--- src/rtl/counter_ctrl.sv ---
// counter_ctrl: two-requester round-robin scheduler for one shared W-bit
// loadable up-counter used as an interval timer. The winner's start value is
// loaded into the counter. The counter is then enabled until it matches the
// winner's terminal value. A one-cycle done pulse goes to that requester and
// the counter is released.
//
// Ports:
//   clk, rst_n        clock (rising edge), asynchronous active-low reset
//   req[1:0]          per-requester request
//   start0/1, term0/1 per-requester start and terminal values, sampled at grant
//   gnt[1:0]          one-hot grant, held from LOAD through DONE
//   done[1:0]         one-cycle completion pulse to the granted requester
//   busy              high whenever the scheduler is not idle
//   ctr_load, ctr_en  drive the shared counter's load / en pins
//   ctr_data          drives the shared counter's data_in (holds start_q)
//   ctr_cnt           the shared counter's registered count
module counter_ctrl #(
  parameter int unsigned W = 8
) (
  input  logic         clk,
  input  logic         rst_n,
  input  logic [1:0]   req,
  input  logic [W-1:0] start0,
  input  logic [W-1:0] start1,
  input  logic [W-1:0] term0,
  input  logic [W-1:0] term1,
  output logic [1:0]   gnt,
  output logic [1:0]   done,
  output logic         busy,
  output logic         ctr_load,
  output logic         ctr_en,
  output logic [W-1:0] ctr_data,
  input  logic [W-1:0] ctr_cnt
);

  typedef enum logic [1:0] {
    S_IDLE,
    S_LOAD,
    S_RUN,
    S_DONE
  } state_t;

  state_t       state, state_nxt;
  logic         g, g_nxt;          // index of the granted requester
  logic         last, last_nxt;    // most recently served requester
  logic [W-1:0] start_q, start_nxt;
  logic [W-1:0] term_q, term_nxt;
  logic         win;
  logic [1:0]   g_oh;

  // Under contention the requester that was not served last wins.
  always_comb begin
    win = req[1];
    if (req == 2'b11) win = ~last;
  end

  always_ff @(posedge clk or negedge rst_n) begin
    if (!rst_n) begin
      state   <= S_IDLE;
      g       <= 1'b0;
      last    <= 1'b1;
      start_q <= '0;
      term_q  <= '0;
    end else begin
      state   <= state_nxt;
      g       <= g_nxt;
      last    <= last_nxt;
      start_q <= start_nxt;
      term_q  <= term_nxt;
    end
  end

  always_comb begin
    state_nxt = state;
    g_nxt     = g;
    last_nxt  = last;
    start_nxt = start_q;
    term_nxt  = term_q;
    case (state)
      S_IDLE: begin
        if (|req) begin
          g_nxt     = win;
          start_nxt = win ? start1 : start0;
          term_nxt  = win ? term1 : term0;
          state_nxt = S_LOAD;
        end
      end
      S_LOAD: begin
        if (!req[g]) begin
          last_nxt  = g;
          state_nxt = S_IDLE;
        end else begin
          state_nxt = S_RUN;
        end
      end
      S_RUN: begin
        // A dropped request aborts even on the cycle the terminal value is hit.
        if (!req[g]) begin
          last_nxt  = g;
          state_nxt = S_IDLE;
        end else if (ctr_cnt == term_q) begin
          state_nxt = S_DONE;
        end
      end
      S_DONE: begin
        last_nxt  = g;
        state_nxt = S_IDLE;
      end
      default: state_nxt = S_IDLE;
    endcase
  end

  always_comb begin
    g_oh     = g ? 2'b10 : 2'b01;
    busy     = (state != S_IDLE);
    gnt      = busy ? g_oh : '0;
    done     = (state == S_DONE) ? g_oh : '0;
    ctr_load = (state == S_LOAD);
    ctr_en   = (state == S_RUN) && (ctr_cnt != term_q);
    ctr_data = start_q;
  end

endmodule

--- config.mk ---
export PLATFORM = sky130hd
export DESIGN_NAME = counter_ctrl
export DESIGN_NICKNAME = d
export VERILOG_FILES = /design/src/rtl/counter_ctrl.sv
export SDC_FILE = /design/constraint.sdc
export NUM_CORES = 1
export LEC_CHECK = 0
export CAP_MARGIN = 20
export CORE_MARGIN = 4
export CORE_UTILIZATION = 30
export CTS_BUF_LIST = sky130_fd_sc_hd__clkbuf_8
export CTS_CLUSTER_SIZE = 8
export DETAILED_ROUTE_END_ITERATION = 10
export HOLD_SLACK_MARGIN = 0.02
export SETUP_SLACK_MARGIN = 0.1
export SYNTH_ARGS = -nofsm -noshare
export SYNTH_HDL_FRONTEND = slang
export SYNTH_SLANG_ARGS = --single-unit
--- constraint.sdc ---
create_clock -name clk -period 1.9 [get_ports clk]
set_input_delay 0.19 -clock clk [delete_from_list [all_inputs] [get_ports clk]]
set_output_delay 0.19 -clock clk [all_outputs]
set_load 0.01 [all_outputs]
Word-level counts from Yosys, hierarchy flattened --
Index checks and enable logic that the tools add are counted.
Storage, ports and cells: bits in registers 20, bits of input ports 44, output and inout port bits 15, logic and storage cells 40
Cells by class: $lt $le $gt $ge 1, equal/unequal tests 9, mux-type cells 15, bitwise logic cells 1, reduce and logical (&&, ||, !) cells 9
Operator list (number):
- $mux 8 | 2
- $mux 2 | 7
- $eq 8x8->1 | 1
- $ne 8x8->1 | 1
- $pmux 2 s4 | 1
- $eq 2x2->1 const B | 3
- $reduce_and 2->1 | 3
- $mux 1 | 4
- $ne 2x2->1 const B | 2
- $reduce_bool 2->1 | 2
- $reduce_or 2->1 | 2
- $ne 3x3->1 const B | 1
- $eq 2x1->1 const B | 1
- $logic_not 2->1 | 1
- $lt 1x2->1 const B | 1
- $pmux 1 s2 | 1
- $logic_and 1x1->1 | 1
- $not 1->1 | 1

Longest topological paths before layout --
Gate-level depths: netlist of run 1.
depth in word-level cells 4, mapped depth 6, depth with buffers taken out 5

Least setup slack after synthesis of run 1 --
Ideal clock, no wire load.
path type reg-to-reg, from reg state[0], to reg state[1], library setup time 0.087 ns, data arrival time 1.404 ns, data required time 1.813 ns, path slack 0.409 ns, cell stages (with the launch flop) 6, buffers on the path 0, clock period less this slack 1.491 ns, cells stage by stage dfrtp_1 inv_1 ha_1 inv_1 or4_1 o211ai_1
On the way: longest elaborated chain between the ends 3, elaborated cells on any way between the ends 8, those cells by class eq/ne: 5; mux: 1; reduce/logical: 2
Ends and longest elaborated chain:
- start, declared | RTL line 43 | state_t state, state_nxt;
- start signal, assigned | RTL line 65 | state <= state_nxt;
- $eq 2x2->1 or $logic_not 2->1 (tied branches) | RTL line 79 | case (state)
- $ne 3x3->1 (no source line) or $ne 2x2->1 (tied branches)
- $reduce_and 2->1 (no source line)
Several ways; a longest one is shown, not always the timed one. A chain may end at the register's enable or synchronous reset.

Worst setup path in the final report of run 1 --
from reg term_q[4], to out ctr_en
On the way: longest elaborated chain between the ends 2
Ends and longest elaborated chain:
- start, declared | RTL line 47 | logic [W-1:0] term_q, term_nxt;
- start signal, assigned | RTL line 69 | term_q <= term_nxt;
- $ne 8x8->1 | RTL line 119 | ctr_en = (state == S_RUN) && (ctr_cnt != term_q);
- $logic_and 1x1->1 | RTL line 119
- end, declared | RTL line 31 | output logic ctr_en,
Every way passes these cells.

==> results.sh, run 1 <==
export IMPL_status="finished clean"
export IMPL_num_vias=1032
export IMPL_syn_cell_area_um2=1187
export IMPL_ys_warn_count=0
export IMPL_synth_nets=163
export IMPL_io_buffers=58
export IMPL_die_height_um=70.91
export IMPL_netlist_top_cell_by_area="sky130_fd_sc_hd__dfrtp_1"
export IMPL_die_area_um2=5028
export IMPL_globalRouteTotalUtil_pct=11.66
export IMPL_drv_cap=0
export IMPL_worstPathRequired_ps=1710
export IMPL_place_detailed_hpwl_um=2298
export IMPL_worstSetupEndpointType="output pin"
export IMPL_antenna_found_initial=0
export IMPL_drt_antenna_violating_nets=0
export IMPL_layout_commonest_cell="sky130_fd_sc_hd__clkdlybuf4s50_1"
export IMPL_p_leak_nw=0.8718
export IMPL_fin_util_pct=51.94
export IMPL_worst_slew_margin_rel_pct=80.72
export IMPL_insertedDiodeCount=0
export IMPL_finalClockSkew_ps=3.962
export IMPL_timing_rr_start="state[0]"
export IMPL_global_route_wire_length_before_repair_um=4761
export IMPL_n_fill_cell=335
export IMPL_grt_met3_usage_pct=3.693
export IMPL_layout_nets=228
export IMPL_core_area_um2=3744
export IMPL_yosys_area_top_type_share_pct=40.04
export IMPL_detail_route_drc_violations=0
export IMPL_crit_fanout=2
export IMPL_initial_utilization_pct=31.72
export IMPL_yosys_register_bits=20
export IMPL_clk_pin_slew_worst_paths_ps=70
export IMPL_dr_pass1_iters=4
export IMPL_fmax_mhz=578.5
export IMPL_rows=22
export IMPL_met2_usage_pct=19.67
export IMPL_ys_types=32
export IMPL_clock_tree_from_tritoncts="built"
export IMPL_drt_wirelength_per_cell_um=12.49
export IMPL_final_layout_size_suffix_gt1_share_pct=11.17
export IMPL_syn_mean_instance_area_um2=10.33
export IMPL_worst_setup_path_startpoint="term_q[4]"
export IMPL_finalHoldViolCount=0
export IMPL_cts_buffers_inserted=3
export IMPL_final_setup_viol_count=0
export IMPL_grt_busiest_layer="met2"
export IMPL_p_per_area_nw_per_um2=1220
export IMPL_numClockSinks=20
export IMPL_criticalPathCategory="reg -> out"
export IMPL_clk_insertion_delay_late_ps=250
export IMPL_startpoint_type="register"
export IMPL_netlist_instances=115
export IMPL_timing_final_crit_share_pct=90.98
export IMPL_timing_hold_worst_class="in -> async"
export IMPL_globalplace_congestion=0.7878
export IMPL_layout_cells_most_common_list="52 x sky130_fd_sc_hd__clkdlybuf4s50_1, 19 x sky130_fd_sc_hd__dfrtp_1, 17 x sky130_fd_sc_hd__mux2i_1"
export IMPL_global_route_usage_met1_pct=13.31
export IMPL_rsz0062_at_grt="no"
export IMPL_h_tree_depth=1
export IMPL_number_of_global_route_vias_before_repair=1101
export IMPL_ctsRootBufferMaster="sky130_fd_sc_hd__clkbuf_8"
export IMPL_yosys_top_cells_area="sky130_fd_sc_hd__dfrtp_1 40%, sky130_fd_sc_hd__mux2i_1 14%, sky130_fd_sc_hd__xor2_1 5.9%"
export IMPL_tightestPinTransition_ps=288.3
export IMPL_synth_yosys_seq_area_share_pct=42.26
export IMPL_ioPinCount=59
export IMPL_drt_wl_total_um=2835
export IMPL_arrival_time_of_the_worst_setup_path_ps=1540
export IMPL_flow_area_growth_from_synthesis_pct=63.75
export IMPL_grt_max_degree=34
export IMPL_finalHoldWorstSlack_ps=270.6
export IMPL_viasPerCell=4.546
export IMPL_peak_ir_drop_on_the_vdd_network_mv=0.5697
export IMPL_min_period_ps=1729
export IMPL_max_clock_path_buffers=2
export IMPL_initialDrtViolationCount=14
export IMPL_finalMaxSlewViolations=0
export IMPL_globalRouteOverflowTotal=0
export IMPL_fp_dieW_um=70.91
[metal layers]
metal | wire length (µm) | up-vias
met5 | 0 | -
met4 | 23 | 0
met3 | 248 | 2
met2 | 1347 | 35
met1 | 1215 | 466
li1 | - | 529
[where the power goes]
part	leakage (nW)	internal, mW	total, mW	switching (mW)
registers	0.244	0.638	0.793	0.155
logic	0.599	0.680	1.26	0.583
clock network	0.0288	0.184	0.316	0.132
total	0.872	1.50	2.37	0.869
[cell type report]
cell class	instances	area, µm²	share of cell area, %
clock buffer	4	55.05	2.831
inverter	4	15.01	0.7722
multi-input combinational	86	649.4	33.40
sequential	20	501.7	25.80
tap	48	60.06	3.089
timing repair buffer	65	663.1	34.11
[synthesized netlist by cell type]
library cell / count
sky130_fd_sc_hd__nor3_1: 1
sky130_fd_sc_hd__a21oi_1: 2
sky130_fd_sc_hd__and2_1: 1
sky130_fd_sc_hd__a21oi_4: 1
sky130_fd_sc_hd__inv_2: 1
sky130_fd_sc_hd__nor4_1: 1
sky130_fd_sc_hd__nand2_1: 16
sky130_fd_sc_hd__or3_1: 1
sky130_fd_sc_hd__nand2b_1: 2
sky130_fd_sc_hd__nor2b_1: 2
sky130_fd_sc_hd__clkbuf_2: 1
sky130_fd_sc_hd__inv_1: 3
sky130_fd_sc_hd__o21ai_0: 7
sky130_fd_sc_hd__dfstp_2: 1
sky130_fd_sc_hd__ha_1: 4
sky130_fd_sc_hd__a22o_1: 1
sky130_fd_sc_hd__nor2_1: 2
sky130_fd_sc_hd__dfrtp_1: 19
sky130_fd_sc_hd__buf_2: 1
sky130_fd_sc_hd__buf_12: 1
sky130_fd_sc_hd__a211oi_1: 3
sky130_fd_sc_hd__o21ai_1: 9
sky130_fd_sc_hd__xor2_1: 8
sky130_fd_sc_hd__a21boi_0: 1
sky130_fd_sc_hd__clkbuf_1: 2
sky130_fd_sc_hd__o211ai_1: 1
sky130_fd_sc_hd__or4_1: 1
sky130_fd_sc_hd__o22ai_1: 1
sky130_fd_sc_hd__mux2i_1: 17
sky130_fd_sc_hd__o21ai_2: 1
sky130_fd_sc_hd__a211o_1: 1
sky130_fd_sc_hd__nor4_4: 2
[cell families after synthesis]
group                      synth area share, %
AOI/OAI and AO/OA                        14.86
xor gates and xnor gates                 5.901
adders and majority gates                4.215
buffers and inverters                    4.425
DFF                                      42.26
muxes                                    14.33
and+or+nand+nor                          14.02
[state kept, by name (all words and copies together), names as in the netlist]
register  flops
ctr_data      8
term_q        8
last          1
g             1
state         2
[worst max-delay path, cell delays in order, from the launching register on]
cell,delay (ps)
sky130_fd_sc_hd__dfrtp_1,390
sky130_fd_sc_hd__xor2_1,200
sky130_fd_sc_hd__nor4_4,330
sky130_fd_sc_hd__a21boi_1,110
sky130_fd_sc_hd__clkdlybuf4s15_1,250
[final timing paths]
check / end / slack [ps] / cells after the start
worst max-delay path: ctr_en / 170 / 4
worst min-delay path: term_q[6] / 270 / 2
worst max register to register: state[1] / 400 / 5
worst min register to register: ctr_data[3] / 480 / 2
max in group asynchronous: last / 1360 / 2
min in group clk: ctr_data[3] / 480 / 2
[through the flow]
stage          total power [mW]  setup slack (ps)  instances  cell area (µm²)  setup TNS (ps)
2_1_floorplan             1.463             409.1        115             1187               0
3_3_place_gp              2.002            -55.24        221             1857          -55.24
3_5_place_dp              2.037            -88.33        221             1857          -88.33
4_1_cts                   2.414             48.03        227             1936               0
5_1_grt                   2.563             101.8        227             1944               0
6_report                  2.372             171.4        227             1944               0
[repair_timing]
item	CTS	global route
pin swaps	0	2
gates cloned	0	0
gates resized for setup	5	6
endpoints found under the setup margin	4	5
hold buffers	0	0
setup buffers	2	0
(Power assumes the default switching activity.)
==> inputs of run 2 (changes only) <==
- CAP_MARGIN: 20 -> 25
- CTS_BUF_LIST: sky130_fd_sc_hd__clkbuf_8 -> unset
==> results of run 2 <==
The final DEF is identical to that of run 1; final timing and power are the same.
==> inputs of run 3 (changes only) <==
- CAP_MARGIN: 25 -> 15
- DONT_BUFFER_PORTS: unset -> 1
- GPL_ROUTABILITY_DRIVEN: unset -> 0
==> results.sh, run 3 (synthesis gave the netlist of run 1 again) <==
export IMPL_min_period_ps=1656
export IMPL_flow_area_growth_from_synthesis_pct=12.64
export IMPL_number_of_global_route_vias_before_repair=889
export IMPL_die_area_um2=5028
export IMPL_ioPinCount=59
export IMPL_viasPerCell=4.915
export IMPL_finalHoldViolCount=0
export IMPL_worstSetupEndpointType="output pin"
export IMPL_io_buffers=0
export IMPL_max_clock_path_buffers=2
export IMPL_drt_antenna_violating_nets=0
export IMPL_place_detailed_hpwl_um=2011
export IMPL_worst_setup_path_startpoint="term_q[5]"
export IMPL_insertedDiodeCount=0
export IMPL_clk_insertion_delay_late_ps=260
export IMPL_tightestPinTransition_ps=899.8
export IMPL_hp_start="start0[0]"
export IMPL_startpoint_type="register"
export IMPL_fp_dieW_um=70.91
export IMPL_numClockSinks=20
export IMPL_core_area_um2=3744
export IMPL_reg2regPathDepth=5
export IMPL_setup_total_negative_slack_ps=0
export IMPL_rsz0062_at_grt="no"
export IMPL_crit_fanout=4
export IMPL_drv_cap=0
export IMPL_layout_commonest_cell="sky130_fd_sc_hd__dfrtp_1"
export IMPL_p_per_area_nw_per_um2=1544
export IMPL_cts_buffers_inserted=3
export IMPL_layout_nets=166
export IMPL_arrival_time_of_the_worst_setup_path_ps=1470
export IMPL_drt_wirelength_per_cell_um=15.30
export IMPL_rows=22
export IMPL_ctsRootBufferMaster="sky130_fd_sc_hd__clkbuf_8"
export IMPL_timing_rr_start="state[0]"
export IMPL_initialDrtViolationCount=23
export IMPL_worst_slew_margin_rel_pct=39.82
export IMPL_timing_hold_worst_class="in -> reg"
export IMPL_status="finished clean"
export IMPL_globalRouteTotalUtil_pct=10.43
export IMPL_peak_ir_drop_on_the_vdd_network_mv=0.5848
export IMPL_clk_pin_slew_worst_paths_ps=80
export IMPL_min_delay_path_depth=2
export IMPL_layout_cells_most_common_list="19 x sky130_fd_sc_hd__dfrtp_1, 17 x sky130_fd_sc_hd__mux2i_1, 16 x sky130_fd_sc_hd__nand2_1"
export IMPL_die_height_um=70.91
export IMPL_fmax_mhz=603.8
export IMPL_num_vias=811
export IMPL_finalMaxSlewViolations=0
export IMPL_p_leak_nw=0.5817
export IMPL_clock_tree_from_tritoncts="built"
export IMPL_final_layout_size_suffix_gt1_share_pct=11.97
export IMPL_timing_final_crit_share_pct=87.16
export IMPL_drt_wl_total_um=2525
export IMPL_grt_max_degree=29
export IMPL_worstPathRequired_ps=1710
export IMPL_initial_utilization_pct=31.72
export IMPL_n_fill_cell=393
export IMPL_detail_route_drc_violations=0
export IMPL_criticalPathCategory="reg -> out"
export IMPL_finalClockSkew_ps=3.982
export IMPL_antenna_found_initial=0
export IMPL_h_tree_depth=1
export IMPL_final_setup_viol_count=0
export IMPL_design_power_total_mw=2.065
export IMPL_global_route_wire_length_before_repair_um=4167
export IMPL_dr_pass1_iters=4
export IMPL_globalRouteOverflowTotal=0
-- run 3: changes by cell type in the layout (fill, tap and decap cells not counted), sizes merged --
cell           before  now
buf                 7    2
clkbuf              4    3
bufinv              0    1
dlygate4sd3         0    1
dlymetal6s2s        3    0
clkdlybuf4s50      52    0
dlygate4sd2         2    0
clkdlybuf4s15       1    0
-- run 3: worst paths after layout --
check                               to  slack [ps]
setup / recovery                ctr_en         240
hold / removal             ctr_data[0]         120
max in group asynchronous  ctr_data[7]         840
setup reg to reg              state[1]         250
hold reg to reg              term_q[1]         510
min in group asynchronous     state[1]         500
-- run 3: metrics by stage --
step	hold WS, ps	util [%]	setup slack, ps	area [µm²]	cells
after floorplan	-105.6	-	409.1	1187	115
after global placement	-105.0	33.49	316.6	1254	160
after detailed placement	-104.9	33.49	214.1	1254	160
after CTS	109.8	35.66	189.3	1335	165
after global routing	109.7	35.73	137.4	1338	165
final	117.9	35.73	243.9	1338	165
-- run 3: per-layer routing --
layer	global-route usage, %	routed length, µm
met1	12.80	1060
met5	0	0
met4	3.549	9
met2	16.99	1213
met3	3.693	241
-- run 3: layout make-up --
| type | instances | area [µm²] | share of cell area (%) |
|---|---|---|---|
| Clock inverter | 1 | 30.03 | 2.245 |
| Multi-Input combinational cell | 86 | 639.4 | 47.80 |
| Clock buffer | 3 | 41.29 | 3.087 |
| Timing Repair Buffer | 3 | 50.05 | 3.742 |
| Inverter | 4 | 15.01 | 1.123 |
| Tap cell | 48 | 60.06 | 4.490 |
| Sequential cell | 20 | 501.7 | 37.51 |
-- run 3: critical path: stages, from the launching register on --
cell and delay, ps:
sky130_fd_sc_hd__dfrtp_1 390, sky130_fd_sc_hd__xor2_1 180, sky130_fd_sc_hd__nor4_4 380, sky130_fd_sc_hd__a21boi_0 250
-- run 3: repair_timing --
action / CTS / global route
hold endpoints to repair: 20 / 0
resized for setup: 0 / 1
setup endpoints to repair: 0 / 1
hold buffers: 1 / 0
buffers inserted: 0 / 0
-- run 3: power by group --
group	switching [mW]	internal, mW	total (mW)
sequential	0.211	0.638	0.849
combinational	0.452	0.342	0.794
clock	0.142	0.281	0.423
total	0.804	1.26	2.07
